[config.mk]
export PLATFORM = sky130hd
export DESIGN_NAME = frame_commit_bridge
export DESIGN_NICKNAME = d
export VERILOG_FILES = /design/src/rtl/frame_commit_bridge.sv
export SDC_FILE = /design/constraint.sdc
export NUM_CORES = 1
export LEC_CHECK = 0
export ABC_AREA = 1
export CAP_MARGIN = 20
export CORE_UTILIZATION = 43
export DETAILED_ROUTE_END_ITERATION = 16
export PLACE_DENSITY = 0.81
export SLEW_MARGIN = 25
export SYNTH_ARGS = -nofsm -noshare
export SYNTH_HDL_FRONTEND = slang
export SYNTH_SLANG_ARGS = --single-unit
export TNS_END_PERCENT = 1
[constraint.sdc]
create_clock -name clk -period 2.9 [get_ports clk]
set_input_delay 0.29 -clock clk [delete_from_list [all_inputs] [get_ports clk]]
set_output_delay 0.29 -clock clk [all_outputs]
set_load 0.005 [all_outputs]
[src/rtl/frame_commit_bridge.sv]
// -----------------------------------------------------------------------------
// frame_commit_bridge
//
// Responder side of a four-phase req/ack snapshot handshake between the
// game-logic domain and the display path. A pending request is served only
// early in vertical blanking. The payload is copied into a shadow register,
// commit pulses, and ack is raised. ack stays high until the request drops.
// The pixel path therefore never sees a partly updated frame.
//
// Ports:
//   clk              main clock
//   rst_n_debounced  asynchronous active-low reset
//   req_async        request from the game domain (four-phase, level)
//   data_in          payload, stable while req_async is high and ack is low
//   vs_async         VGA vertical sync; low means vertical blank
//   ack              acknowledge back to the game domain (level)
//   data_out         committed frame payload
//   commit           one-cycle pulse, coincident with data_out updating
//   frame_cnt        count of synchronized VS falling edges (wraps)
//   drop_cnt         frames that ended without a commit (saturates)
//
// Optional feature, macro FRAME_DROP_CNT_EN:
//   defined   -> drop_cnt counts frames that closed with no commit. The frame
//                that ends at the first VS fall after reset is not counted.
//   undefined -> drop_cnt is tied to zero.
//
// Output timing: a commit decision is taken in a cycle where the window is
// open. commit, data_out and ack become visible on the following cycle, so a
// pending request shows commit one cycle after vs_s falls.
// -----------------------------------------------------------------------------
module frame_commit_bridge #(
  parameter int DATA_W       = 32,
  parameter int SYNC_STAGES  = 2,    // must be >= 2
  parameter int GUARD_CYCLES = 1000,
  parameter int FRAME_CNT_W  = 16
) (
  input  logic                   clk,
  input  logic                   rst_n_debounced,
  input  logic                   req_async,
  input  logic [DATA_W-1:0]      data_in,
  input  logic                   vs_async,
  output logic                   ack,
  output logic [DATA_W-1:0]      data_out,
  output logic                   commit,
  output logic [FRAME_CNT_W-1:0] frame_cnt,
  output logic [FRAME_CNT_W-1:0] drop_cnt
);

  localparam int                BLANK_W   = $clog2(GUARD_CYCLES + 1);
  localparam logic [BLANK_W-1:0] GUARD_MAX = BLANK_W'(GUARD_CYCLES);

  typedef enum logic [1:0] {
    IDLE,
    WAIT_WIN,
    ACK_HOLD
  } state_e;

  // Synchronizer chains. Bit 0 samples the pin, and the top bit is the synced value.
  logic [SYNC_STAGES-1:0] req_sync_q, req_sync_d;
  logic [SYNC_STAGES-1:0] vs_sync_q,  vs_sync_d;
  logic                   vs_prev_q,  vs_prev_d;

  logic [BLANK_W-1:0]     blank_cnt_q, blank_cnt_d;
  state_e                 state_q,     state_d;
  logic                   ack_q,       ack_d;
  logic [DATA_W-1:0]      data_q,      data_d;
  logic                   commit_q,    commit_d;
  logic [FRAME_CNT_W-1:0] frame_cnt_q, frame_cnt_d;

  logic req_s;
  logic vs_s;
  logic vs_fall;
  logic window_open;

  assign req_s       = req_sync_q[SYNC_STAGES-1];
  assign vs_s        = vs_sync_q[SYNC_STAGES-1];
  assign vs_fall     = vs_prev_q & ~vs_s;
  assign window_open = ~vs_s & (blank_cnt_q < GUARD_MAX);

  always_comb begin
    // NOTE: every signal gets a default before any branch so no latch can be inferred.
    req_sync_d  = {req_sync_q[SYNC_STAGES-2:0], req_async};
    vs_sync_d   = {vs_sync_q[SYNC_STAGES-2:0], vs_async};
    vs_prev_d   = vs_s;
    frame_cnt_d = frame_cnt_q + FRAME_CNT_W'(vs_fall);
    state_d     = state_q;
    ack_d       = ack_q;
    data_d      = data_q;
    commit_d    = 1'b0;

    // The blank counter measures how far into blanking we are. It saturates so
    // that a very long blank cannot wrap back into an open window.
    if (vs_s) begin
      blank_cnt_d = '0;
    end else if (blank_cnt_q < GUARD_MAX) begin
      blank_cnt_d = blank_cnt_q + BLANK_W'(1);
    end else begin
      blank_cnt_d = blank_cnt_q;
    end

    unique case (state_q)
      IDLE: begin
        if (req_s) begin
          state_d = WAIT_WIN;
        end
      end
      WAIT_WIN: begin
        if (!req_s) begin
          // Requester withdrew before being served. Abort without committing.
          state_d = IDLE;
        end else if (window_open) begin
          // data_in is stable by protocol while req is high and ack is low,
          // so it is sampled directly without its own synchronizer.
          data_d   = data_in;
          commit_d = 1'b1;
          ack_d    = 1'b1;
          state_d  = ACK_HOLD;
        end
      end
      ACK_HOLD: begin
        if (!req_s) begin
          ack_d   = 1'b0;
          state_d = IDLE;
        end
      end
      default: begin
        state_d = IDLE;
        ack_d   = 1'b0;
      end
    endcase
  end

  always_ff @(posedge clk or negedge rst_n_debounced) begin
    if (!rst_n_debounced) begin
      req_sync_q  <= '0;
      vs_sync_q   <= '1;   // idle VS is high, so no blank is seen out of reset
      vs_prev_q   <= 1'b1;
      blank_cnt_q <= '0;
      state_q     <= IDLE;
      ack_q       <= 1'b0;
      // NOTE: the shadow register is reset so the display path starts from a known payload.
      data_q      <= '0;
      commit_q    <= 1'b0;
      frame_cnt_q <= '0;
    end else begin
      // NOTE: non-blocking assignments keep every flop sampling pre-edge values.
      req_sync_q  <= req_sync_d;
      vs_sync_q   <= vs_sync_d;
      vs_prev_q   <= vs_prev_d;
      blank_cnt_q <= blank_cnt_d;
      state_q     <= state_d;
      ack_q       <= ack_d;
      data_q      <= data_d;
      commit_q    <= commit_d;
      frame_cnt_q <= frame_cnt_d;
    end
  end

  assign ack       = ack_q;
  assign data_out  = data_q;
  assign commit    = commit_q;
  assign frame_cnt = frame_cnt_q;

`ifdef FRAME_DROP_CNT_EN
  // committed_q records whether the current frame has seen a commit.
  // seen_fall_q masks the partial frame between reset and the first VS fall.
  // A visible commit pulse can never coincide with vs_fall, because a
  // decision needs vs_s low one cycle earlier. The two updates never collide.
  logic                   committed_q, committed_d;
  logic                   seen_fall_q, seen_fall_d;
  logic [FRAME_CNT_W-1:0] drop_cnt_q,  drop_cnt_d;

  always_comb begin
    committed_d = committed_q;
    seen_fall_d = seen_fall_q;
    drop_cnt_d  = drop_cnt_q;
    if (vs_fall) begin
      if (seen_fall_q && !committed_q && (drop_cnt_q != '1)) begin
        drop_cnt_d = drop_cnt_q + FRAME_CNT_W'(1);
      end
      seen_fall_d = 1'b1;
      committed_d = 1'b0;
    end
    if (commit_q) begin
      committed_d = 1'b1;
    end
  end

  always_ff @(posedge clk or negedge rst_n_debounced) begin
    if (!rst_n_debounced) begin
      committed_q <= 1'b0;
      seen_fall_q <= 1'b0;
      drop_cnt_q  <= '0;
    end else begin
      committed_q <= committed_d;
      seen_fall_q <= seen_fall_d;
      drop_cnt_q  <= drop_cnt_d;
    end
  end

  assign drop_cnt = drop_cnt_q;
`else
  assign drop_cnt = '0;
`endif

endmodule

==> results.txt, run 1 <==
----------------------------------------------------
[Outcome]
  Status ... finished, final reports clean

[STA]
  Final count of pins violating max slew ... 0
  Maximum clock skew at final layout ... 0.01046 ns
  Rel. slew slack ... 0.5000
  Hold WS ... 0.02274 ns
  Actual slew at the worst max-slew pin ... 0.7500 ns
  Portion of the clock cycle consumed by the worst path in the final layout ... 0.6803
  Count of endpoints failing setup in the final report ... 0
  Min Clock Period, post-route ... 1.973 ns
  Total negative slack ... 0 ns
  Count of endpoints failing hold in the final timing report ... 0
  Setup repair after global routing missed its margin ... false
  Highest clock frequency the design can meet ... 506.9 MHz

[Synthesis]
  Synth area leader ... dfrtp_1
  Mean cell area of the mapped netlist ... 9.987 sq um
  Parity-gate share of the synthesized area counting xor and xnor cells ... 0.03170
  Primary flip-flop cell chosen by synthesis mapping ... dfrtp_1
  Synthesized area ... 3316 sq um
  Fraction of synthesized cell area taken by the top area cell type ... 0.4830
  Compound-Gate Fraction of Synth Area ... 0.01698
  Sequential element share of the synthesized area ... 0.5068
  Multiplexer share of the synthesized area ... 0.003019
  Largest family of logic cells by synthesized area ... simple AND/OR/NAND/NOR gates
  Adder-cell share of the synthesized area ... 0.01132
  Post-synth cell types ... 31
  Most repeated cell in the gate-level netlist after synthesis ... nand2_1
  Number of enable-type register cells in the synthesized netlist ... 0
  Cell count after synthesis ... 332
  Simple-gate share of the synthesized area ... 0.3343
  Number of storage elements in the synthesis netlist ... 67
  Synth async-reset ratio ... 1.000
  Top cell types by occurrence after synthesis ... nand2_1 (78), dfrtp_1 (64), nand2_4 (31)
  Largest cells by area after synthesis ... dfrtp_1 (48%), nand2_4 (11%), nand2_1 (8.8%)
  Number of warning messages in the yosys log ... 0

[Critical path]
  Cell count along the critical path ... 5
  Cell type group with the largest total delay on the critical path ... buffers and inverters
  Worst reg2reg path startpoint ... vs_sync_q[1]
  Worst setup path startpoint ... vs_sync_q[1]
  Delay of the slowest cell on the worst path ... 0.59 ns
  Worst path most repeated cell ... nand2_1
  Ordered cell list for the critical path ... inv_1 > nand3_4 > inv_6 > nand2_1 > nand2_1
  Minimum setup slack among reg-to-reg paths ... 0.93 ns
  Worst Path Max Fanout ... 35
  Length in cells of the worst reg-to-reg path ... 5
  Combined buffer and inverter count along the critical path ... 2
  Path type of the worst setup path ... flip-flop to flip-flop
  Kind of launch point of the worst setup path ... flip-flop
  Arrival @ worst endpoint ... 2.24 ns
  CP required ... 3.17 ns
  Endpoint of the most critical register-to-register path ... data_out[16]
  Kind of end point of the critical path ... flip-flop
  Slowest stage cell, crit path ... inv_6
  Worst setup path endpoint ... data_out[16]

[Clock tree]
  Clock network latency to the later pin of the worst-skew pair ... 0.34 ns
  Register clock-pin slew on the reported worst setup and hold paths ... 0.08 ns
  CTS buffer count ... 9
  TritonCTS clock tree ... done
  Number of H-tree levels ... 3
  Post-CTS setup repair buffer count ... 0
  Maximum count of clock buffers along a single path ... 2
  Total clock sinks ... 67
  CTS Root Buffer Type ... clkbuf_8
  Cells resized by post-CTS repair ... 0
  Hold-fix buffers at CTS ... 0

[Global route]
  Largest net degree at the start of global routing ... 36
  Met2 GRT Util ... 0.2987
  GRT Total Usage ... 0.1774
  Initial antenna violation count ... 0
  Total congestion overflow after global routing ... 0
  Global-route wire length before repair ... 11550 microns
  Via count of the first global-routing pass ... 2540
  Global routing's busiest layer ... met2
  Met3 usage ... 0.06684
  Global Route met1 Usage ... 0.2050

[Floorplan]
  Overall die area ... 8066 sq um
  Core region area ... 7370 sq um
  Die width ... 89.81 microns
  Starting utilization of the core area ... 0.4499
  Chip height ... 89.81 microns
  Count of boundary I/O pins ... 102
  Number of placement rows ... 31

[Routing]
  Via count ... 2450
  Final routed DRC violation total ... 0
  Detailed-routing iteration count for the pre-antenna-repair pass ... 4
  Total Routed Length ... 6606 microns
  Starting DRT DRC Count ... 87
  Post-DRT Antenna Nets ... 0
  Vias per inst ... 4.667
  Wire length per cell after detailed routing ... 12.58 microns

[Place]
  Half-perimeter wire length after detailed placement ... 4649 microns
  IO Port Bufs ... 85
  Final weighted congestion in routability-driven placement ... 0.7927

[Power]
  Cell area power density ... 634.4 nW/um^2
  Maximum resistive drop on vdd ... 428.1 uV
  Leak pwr ... 2.228 nW

[Job]
  Number of max-capacitance violations reported ... 0

[Finish]
  Number of nets in the layout ... 460
  Fraction of layout instances using a drive strength above 1 ... 0.2136
  Count of antenna diodes in the layout ... 0
  Area added between synthesis and finish ... 31.32%

[Min path]
  Min-delay worst type ... input port to async pin

----------------------------------------------------
final cells by class:
cell class	instances	area (sq um)
sequential	67	1680
clock buffer	9	123.9
inverter	24	95.09
timing repair buffer	87	860.8
multi-input combinational	232	1378
tap	99	123.9
fill	613	3015
clock inverter	7	92.59
flip-flops by register name, summed over array words and instances (netlist names):
register,count
data_out,32
commit,1
req_sync_q,2
vs_sync_q,2
state_q,2
frame_cnt,16
ack,1
vs_prev_q,1
blank_cnt_q,10
layout by cell type (no fill, tap or decap), types with 2 or more instances in the layout:
master | netlist | routed
inv_2 | 2 | 2
nor2_1 | 17 | 17
dfstp_2 | 3 | 3
o21ai_0 | 5 | 5
clkdlybuf4s50_1 | 0 | 84
a21oi_1 | 2 | 2
nand3_1 | 18 | 18
nor2_4 | 2 | 2
nand2_4 | 31 | 31
ha_1 | 3 | 3
dfrtp_1 | 64 | 64
bufinv_16 | 0 | 2
xnor2_1 | 3 | 3
conb_1 | 1 | 16
nand2_1 | 78 | 78
buf_4 | 19 | 2
nand2_2 | 29 | 29
clkinv_2 | 0 | 3
clkbuf_8 | 0 | 9
nand4_1 | 6 | 6
xor2_1 | 9 | 9
nor3_1 | 5 | 5
inv_1 | 21 | 21
clkinv_4 | 0 | 2
logic make-up after synthesis:
kind of cell,after synthesis
other,1
and+or+nand+nor,190
AOI/OAI and AO/OA,10
muxes,1
adders and majority gates,3
DFF,67
xor gates and xnor gates,12
buffers and inverters,48
worst min-delay path by stage:
stage | from | end | slack (ns) | cells past startpoint
after global routing | rst_n_debounced | blank_cnt_q[7] | 0.08 | 1
after CTS | rst_n_debounced | data_out[1] | 0.03 | 1
after floorplan | rst_n_debounced | ack | -0.006 | 0
after global placement | req_sync_q[0] | req_sync_q[1] | 0.33 | 0
final | rst_n_debounced | data_out[1] | 0.02 | 1
after detailed placement | req_sync_q[0] | req_sync_q[1] | 0.34 | 0
through the flow:
stage          power, mW  utilization  instances  worst slack [ns]  area (sq um)
6_report           2.762       0.5908        525            0.9273          4354
5_1_grt            2.911       0.5908        525            0.6322          4354
4_1_cts            2.793       0.5908        525            0.8995          4354
3_5_place_dp       1.942       0.5615        509            0.9211          4138
3_3_place_gp       1.920       0.5615        509            0.9914          4138
2_1_floorplan      1.502            -        347             1.203          3372
worst reg2reg max path, stage by stage (launching register included):
cell     delay (ns)
dfstp_2        0.38
inv_1          0.29
nand3_4        0.41
inv_6          0.59
nand2_1        0.16
nand2_1        0.09
power breakdown:
part	internal (mW)	leakage [nW]	switching (mW)	total (mW)
sequential	1.11	0.848	0.125	1.23
clock	0.482	0.113	0.355	0.837
combinational	0.419	1.27	0.274	0.693
routing by layer:
| layer | routed length [microns] | vias up | share of wire |
|---|---|---|---|
| met5 | 0 | - | 0 |
| li1 | - | 1176 | - |
| met1 | 2630 | 1167 | 0.40 |
| met3 | 622 | 6 | 0.094 |
| met2 | 3300 | 101 | 0.50 |
| met4 | 53 | 0 | 0.0080 |
(Power assumes the default switching activity.)
==> run 2: changes to the inputs <==
--- a/config.mk
+++ b/config.mk
@@ -7,9 +7,9 @@
 export LEC_CHECK = 0
 export ABC_AREA = 1
 export CAP_MARGIN = 20
-export CORE_UTILIZATION = 43
+export CORE_UTILIZATION = 42
 export DETAILED_ROUTE_END_ITERATION = 16
-export PLACE_DENSITY = 0.81
+export PLACE_DENSITY = 0.83
 export SLEW_MARGIN = 25
 export SYNTH_ARGS = -nofsm -noshare
 export SYNTH_HDL_FRONTEND = slang
==> constraint.sdc (replaced) <==
create_clock -name clk -period 1.79 [get_ports clk]
set_input_delay 0.179 -clock clk [delete_from_list [all_inputs] [get_ports clk]]
set_output_delay 0.179 -clock clk [all_outputs]
set_load 0.005 [all_outputs]
==> run 2 against run 1 <==
Against the previous run:
- worst hold slack improved by 0.25 ns
- sequential share of layout area fell by 0.74 points
- clock power rose by 61%
- final cell count rose by 1.1%
- via count barely moved
- total power rose by 63%
- fmax rose by 18%
- critical path depth rose by 4
- non-clock buffer count rose by 3
- critical endpoint is now frame_cnt[10]
- largest cell class unchanged
- largest power group unchanged
- highest routed layer unchanged
==> results.txt, run 2 (synthesized netlist as in run 1, its figures left out) <==
----------------------------------------------------
[Clock tree]
  TritonCTS clock tree ... done
  CTS Root Buffer Type ... clkbuf_8
  CTS buffer count ... 9 (unchanged)
  Number of H-tree levels ... 3 (unchanged)
  Total clock sinks ... 67 (unchanged)
  Post-CTS setup repair buffer count ... 0 (unchanged)
  Maximum count of clock buffers along a single path ... 2 (unchanged)
  Clock network latency to the later pin of the worst-skew pair ... 0.33 ns (about the same)
  Register clock-pin slew on the reported worst setup and hold paths ... 0.08 ns (about the same)

[Place]
  DP Worst Slack ... -0.02490 ns (-0.9460 ns)
  Half-perimeter wire length after detailed placement ... 4546 microns (-2.2%)
  Count of placed standard cells including taps ... 514 (+0.98%)
  IO Port Bufs ... 85 (unchanged)
  Final weighted congestion in routability-driven placement ... 0.8101 (+2.2%)

[Critical path]
  Worst Path Max Fanout ... 3 (-91%)
  CP required ... 2.05 ns (-1.12 ns)
  Path type of the worst setup path ... flip-flop to flip-flop
  Kind of end point of the critical path ... flip-flop
  Kind of launch point of the worst setup path ... flip-flop
  Arrival @ worst endpoint ... 1.93 ns (-0.31 ns)

[Global route]
  Global-route wire length before repair ... 10700 microns (-7.4%)
  Largest net degree at the start of global routing ... 68 (+89%)
  Via count of the first global-routing pass ... 2416 (-4.9%)
  Total congestion overflow after global routing ... 0 (unchanged)
  Initial antenna violation count ... 0 (unchanged)
  GRT Total Usage ... 0.1632 (-0.01419)

[Routing]
  Total Routed Length ... 6383 microns (-3.4%)
  Post-DRT Antenna Nets ... 0 (unchanged)
  Final routed DRC violation total ... 0 (unchanged)
  Vias per inst ... 4.610 (-1.2%)
  Via count ... 2448 (-0.082%)
  Wire length per cell after detailed routing ... 12.02 microns (-4.5%)
  Detailed-routing iteration count for the pre-antenna-repair pass ... 5 (+1)
  Starting DRT DRC Count ... 113 (+30%)

[Floorplan]
  Number of placement rows ... 32 (+3.2%)
  Die width ... 90.85 microns (+1.2%)
  Count of boundary I/O pins ... 102 (unchanged)
  Starting utilization of the core area ... 0.4313 (-0.01860)
  Chip height ... 90.85 microns (+1.2%)
  Core region area ... 7687 sq um (+4.3%)
  Overall die area ... 8254 sq um (+2.3%)

[STA]
  Setup repair after global routing missed its margin ... false
  Count of endpoints failing hold in the final timing report ... 0 (unchanged)
  Min Clock Period, post-route ... 1.674 ns (-0.2988 ns)
  Highest clock frequency the design can meet ... 597.4 MHz (+18%)
  Final count of pins violating max slew ... 0 (unchanged)
  Maximum clock skew at final layout ... 0.006118 ns (-0.004342 ns)
  Total negative slack ... 0 ns (unchanged)
  Least setup slack across all paths after layout ... 0.1161 ns (-0.8112 ns)
  Portion of the clock cycle consumed by the worst path in the final layout ... 0.9351 (+0.2549)
  Count of endpoints failing setup in the final report ... 0 (unchanged)

[Finish]
  Number of fillers in the final layout ... 643 (+4.9%)
  Non-filler instance count after layout ... 531 (+1.1%)
  Most common cell after layout, fill and taps aside ... clkdlybuf4s50_1
  Commonest cells after routing, fill and taps aside ... clkdlybuf4s50_1 (84), nand2_1 (78), dfrtp_1 (64)
  Count of antenna diodes in the layout ... 0 (unchanged)
  Fraction of layout instances using a drive strength above 1 ... 0.2261 (+0.01249)
  Util after Layout ... 0.5775 (-0.01336)
  Area added between synthesis and finish ... 33.89%
  Number of nets in the layout ... 463 (+0.65%)
  Largest register FFs ... 32 (unchanged)

[Job]
  Number of max-capacitance violations reported ... 0 (unchanged)

[Min path]
  Min-delay worst type ... input port to flip-flop

[Power]
  Leak pwr ... 2.271 nW (+1.9%)
  Cell area power density ... 1015 nW/um^2 (+60%)
  Maximum resistive drop on vdd ... 806.8 uV (+88%)

[Outcome]
  Status ... finished, final reports clean

----------------------------------------------------
run 2: changes by cell type in the layout (fill, tap and decap cells not counted), moves of 2 or more:
cell	delta
clkinv_4	-2
nor3_1	-2
nor3_4	+2
clkbuf_8	+3
clkinv_2	-3
run 2: worst paths after layout:
check	from	end	slack, ns	cells past startpoint
max	vs_prev_q	frame_cnt[10]	0.12	9
min	vs_async	vs_sync_q[0]	0.27	1
max reg2reg	vs_prev_q	frame_cnt[10]	0.12	9
min reg2reg	req_sync_q[0]	req_sync_q[1]	0.36	0
max in group asynchronous	rst_n_debounced	vs_sync_q[0]	1.08	3
min in group asynchronous	rst_n_debounced	data_out[24]	0.38	3
run 2: power breakdown:
group          total [mW]  internal [mW]  switching [mW]  leakage (nW)
clock                1.35          0.768           0.580         0.110
combinational        1.16          0.695           0.463          1.31
sequential           2.00           1.79           0.207         0.848
run 2: layer usage:
layer	track usage	share of wire	wire, microns	up-vias
met5	0	0	0	-
met4	0.06217	0.0074	47	0
met3	0.07239	0.10	668	8
met2	0.2607	0.49	3109	113
met1	0.1932	0.40	2557	1142
li1	-	-	-	1185
run 2: through the flow:
stage                     instance area [sq um]  hold WS [ns]  total power, mW
after floorplan                            3372       -0.1166            2.433
after global placement                     4169        0.2256            3.117
after detailed placement                   4169        0.2308            3.154
after CTS                                  4409        0.2553            4.536
after global routing                       4439        0.2543            4.763
final                                      4439        0.2678            4.506
run 2: layout make-up:
class	instances	area [sq um]	area share
inverter	24	97.59	0.02198
timing repair buffer	90	898.4	0.2024
clock buffer	12	165.2	0.03720
sequential	67	1680	0.3785
clock inverter	4	55.05	0.01240
tap	102	127.6	0.02875
multi-input combinational	232	1415	0.3188
run 2: worst max-delay path, stage by stage (launching register included):
cell and delay, ns:
dfstp_2 0.52, inv_1 0.03, nor2_1 0.09, ha_1 0.18, ha_2 0.22, nand3_4 0.11, inv_1 0.09, nand2_1 0.08
nor2_1 0.12, xor2_1 0.16
run 2: what timing repair did:
item,4_1_cts,5_1_grt
gates cloned,0,0
endpoints found under the hold margin,64,0
hold buffers,1,0
endpoints found under the setup margin,2,6
gates resized for setup,2,6
==> run 3: changes to the inputs <==
--- a/config.mk
+++ b/config.mk
@@ -7,9 +7,11 @@
 export LEC_CHECK = 0
 export ABC_AREA = 1
 export CAP_MARGIN = 20
-export CORE_UTILIZATION = 42
+export CELL_PAD_IN_SITES_DETAIL_PLACEMENT = 0
+export CELL_PAD_IN_SITES_GLOBAL_PLACEMENT = 1
+export CORE_UTILIZATION = 32
 export DETAILED_ROUTE_END_ITERATION = 16
-export PLACE_DENSITY = 0.83
+export PLACE_DENSITY = 0.84
 export SLEW_MARGIN = 25
 export SYNTH_ARGS = -nofsm -noshare
 export SYNTH_HDL_FRONTEND = slang
==> constraint.sdc (replaced) <==
create_clock -name clk -period 1.79 [get_ports clk]
set_input_delay 0.358 -clock clk [delete_from_list [all_inputs] [get_ports clk]]
set_output_delay 0.358 -clock clk [all_outputs]
set_load 0.005 [all_outputs]
==> run 3 against run 2 <==
Against the previous run:
- non-clock buffer count is 2 higher
- worst setup slack worse by 0.025 ns
- combinational power hardly changed
- largest cell class unchanged
- highest routed layer unchanged
==> results.txt, run 3 (synthesized netlist as in run 1, its figures left out) <==
----------------------------------------------------
[Power]
  Maximum resistive drop on vdd ... 495.9 uV (-39%)
  Switching fraction of total power ... 0.2807 (+0.003142)
  Relative contribution of the clock network to total power ... 0.313 (+0.014)
  Net switching power ... 1.282 mW (+2.5%)
  Combinational power share ... 0.249 (-0.008)
  Fraction of power consumed by sequential logic ... 0.438 (-0.006)
  Internal cell power ... 3.286 mW (+0.95%)
  Total power ... 4.569 mW (+1.4%)
  Cell area power density ... 1018 nW/um^2 (+0.29%)
  Leak pwr ... 2.249 nW (-0.95%)

[Finish]
  Largest register FFs ... 32 (unchanged)
  Most common cell after layout, fill and taps aside ... clkdlybuf4s50_1
  Number of fillers in the final layout ... 955 (+49%)
  Number of nets in the layout ... 465 (+0.43%)
  Fraction of layout instances using a drive strength above 1 ... 0.2413 (+0.01519)
  Count of antenna diodes in the layout ... 0 (unchanged)
  Commonest cells after routing, fill and taps aside ... clkdlybuf4s50_1 (84), nand2_1 (77), dfrtp_1 (64)
  Area added between synthesis and finish ... 35.36%

[Routing]
  Vias per inst ... 4.282 (-7.1%)
  Final routed DRC violation total ... 0 (unchanged)
  Wire length per cell after detailed routing ... 11.92 microns (-0.84%)
  Detailed-routing iteration count for the pre-antenna-repair pass ... 4 (-1)
  Via count ... 2415 (-1.3%)
  Total Routed Length ... 6723 microns (+5.3%)
  Starting DRT DRC Count ... 113 (unchanged)
  Post-DRT Antenna Nets ... 0 (unchanged)

[Place]
  Half-perimeter wire length after detailed placement ... 4697 microns (+3.3%)
  Final weighted congestion in routability-driven placement ... 0.7775 (-4.0%)
  IO Port Bufs ... 85 (unchanged)
  DP Worst Slack ... 0.04749 ns (+0.07239 ns)

[Critical path]
  Slowest stage cell, crit path ... clkdlybuf4s50_1
  Path type of the worst setup path ... flip-flop to output pin
  Combined buffer and inverter count along the critical path ... 1 (-1)
  Ordered cell list for the critical path ... clkdlybuf4s50_1
  Delay of the slowest cell on the worst path ... 0.54 ns (+0.02 ns)
  Cell type group with the largest total delay on the critical path ... buffers and inverters
  Arrival @ worst endpoint ... 1.34 ns (-0.59 ns)
  Worst Path Max Fanout ... 4 (+1)
  Kind of launch point of the worst setup path ... flip-flop
  Kind of end point of the critical path ... output pin
  CP required ... 1.43 ns (-0.62 ns)

[Clock tree]
  Total clock sinks ... 67 (unchanged)
  Hold-fix buffers at CTS ... 0 (-1)
  Register clock-pin slew on the reported worst setup and hold paths ... 0.09 ns (about the same)
  Maximum count of clock buffers along a single path ... 2 (unchanged)
  Number of H-tree levels ... 3 (unchanged)
  CTS buffer count ... 9 (unchanged)
  Clock network latency to the later pin of the worst-skew pair ... 0.35 ns (+0.02 ns)
  CTS Root Buffer Type ... clkbuf_8
  TritonCTS clock tree ... done

[Outcome]
  Status ... finished, final reports clean

[STA]
  Actual slew at the worst max-slew pin ... 0.5963 ns
  Least setup slack across all paths after layout ... 0.09104 ns (-0.02507 ns)
  Min Clock Period, post-route ... 1.699 ns (+0.02507 ns)
  Count of endpoints failing hold in the final timing report ... 0 (unchanged)
  Rel. slew slack ... 0.6025
  Maximum clock skew at final layout ... 0.01551 ns (+0.009395 ns)
  Final count of pins violating max slew ... 0 (unchanged)
  Setup repair after global routing missed its margin ... true
  Count of endpoints failing setup in the final report ... 0 (unchanged)
  Portion of the clock cycle consumed by the worst path in the final layout ... 0.9491 (+0.01400)
  Highest clock frequency the design can meet ... 588.6 MHz (-1.5%)

[Floorplan]
  Number of placement rows ... 36 (+13%)
  Core region area ... 9910 sq um (+29%)
  Chip height ... 103.8 microns (+14%)
  Count of boundary I/O pins ... 102 (unchanged)
  Die width ... 103.8 microns (+14%)
  Overall die area ... 10770 sq um (+31%)
  Starting utilization of the core area ... 0.3346 (-0.09672)

[Job]
  Number of max-capacitance violations reported ... 0 (unchanged)

[Global route]
  Via count of the first global-routing pass ... 2491 (+3.1%)
  Largest net degree at the start of global routing ... 68 (unchanged)
  GRT Total Usage ... 0.1345 (-0.02873)
  Global-route wire length before repair ... 11610 microns (+8.4%)
  Initial antenna violation count ... 0 (unchanged)
  Total congestion overflow after global routing ... 0 (unchanged)

[Min path]
  Min-delay worst type ... input port to async pin

----------------------------------------------------
## run 3: cell types whose count changed in the layout (fill, tap and decap cells not counted), moves of 2 or more
cell and delta:
buf_4 +3, nor3_2 +2, clkbuf_8 -3, nor3_4 -2
## run 3: path summary, 6_finish.rpt
| check | start | end | depth (start not counted) | slack, ns |
|---|---|---|---|---|
| max | frame_cnt[7] | frame_cnt[7] | 1 | 0.09 |
| min | rst_n_debounced | data_out[16] | 2 | 0.04 |
| max reg2reg | vs_prev_q | frame_cnt[10] | 10 | 0.10 |
| min reg2reg | req_sync_q[0] | req_sync_q[1] | 0 | 0.35 |
| max in group asynchronous | rst_n_debounced | vs_sync_q[0] | 2 | 1.43 |
| min in group clk | req_sync_q[0] | req_sync_q[1] | 0 | 0.35 |
## run 3: stage by stage
stage	utilization	instances	TNS (ns)	area (sq um)	hold WS [ns]
floorplan	-	347	0	3372	0.06241
global placement	0.4269	548	0	4230	0.3351
detailed placement	0.4269	548	0	4230	0.3364
CTS	0.4494	564	0	4453	0.03433
global route	0.4529	564	-0.02017	4488	0.05025
finish	0.4529	564	0	4488	0.03610
## run 3: power groups by stage
stage	Clock, mW	Combinational [mW]	Sequential, mW
global route	1.53	1.26	2.04
global placement	0	1.11	2.02
floorplan	0	0.420	2.01
detailed placement	0	1.15	2.01
CTS	1.47	1.15	1.99
finish	1.43	1.14	2.00
## run 3: cell type report
type / instances / area, sq um / share of cell area
Clock buffer: 9 / 123.9 / 0.02760
Multi-Input combinational cell: 232 / 1413 / 0.3147
Tap cell: 133 / 166.4 / 0.03708
Sequential cell: 67 / 1680 / 0.3744
Inverter: 24 / 95.09 / 0.02119
Clock inverter: 7 / 98.84 / 0.02202
Timing Repair Buffer: 92 / 910.9 / 0.2030
## run 3: repair_timing
item | 4_1_cts | 5_1_grt
buffers inserted | 0 | 0
endpoints found under the setup margin | 0 | 5
gates resized for setup | 0 | 9
## run 3: per-layer routing
metal,vias up,global-route usage,part of all wire
li1,1190,-,-
met3,10,0.03461,0.054
met1,1142,0.1585,0.45
met2,73,0.2339,0.48
met4,0,0.05204,0.016
met5,-,0,0
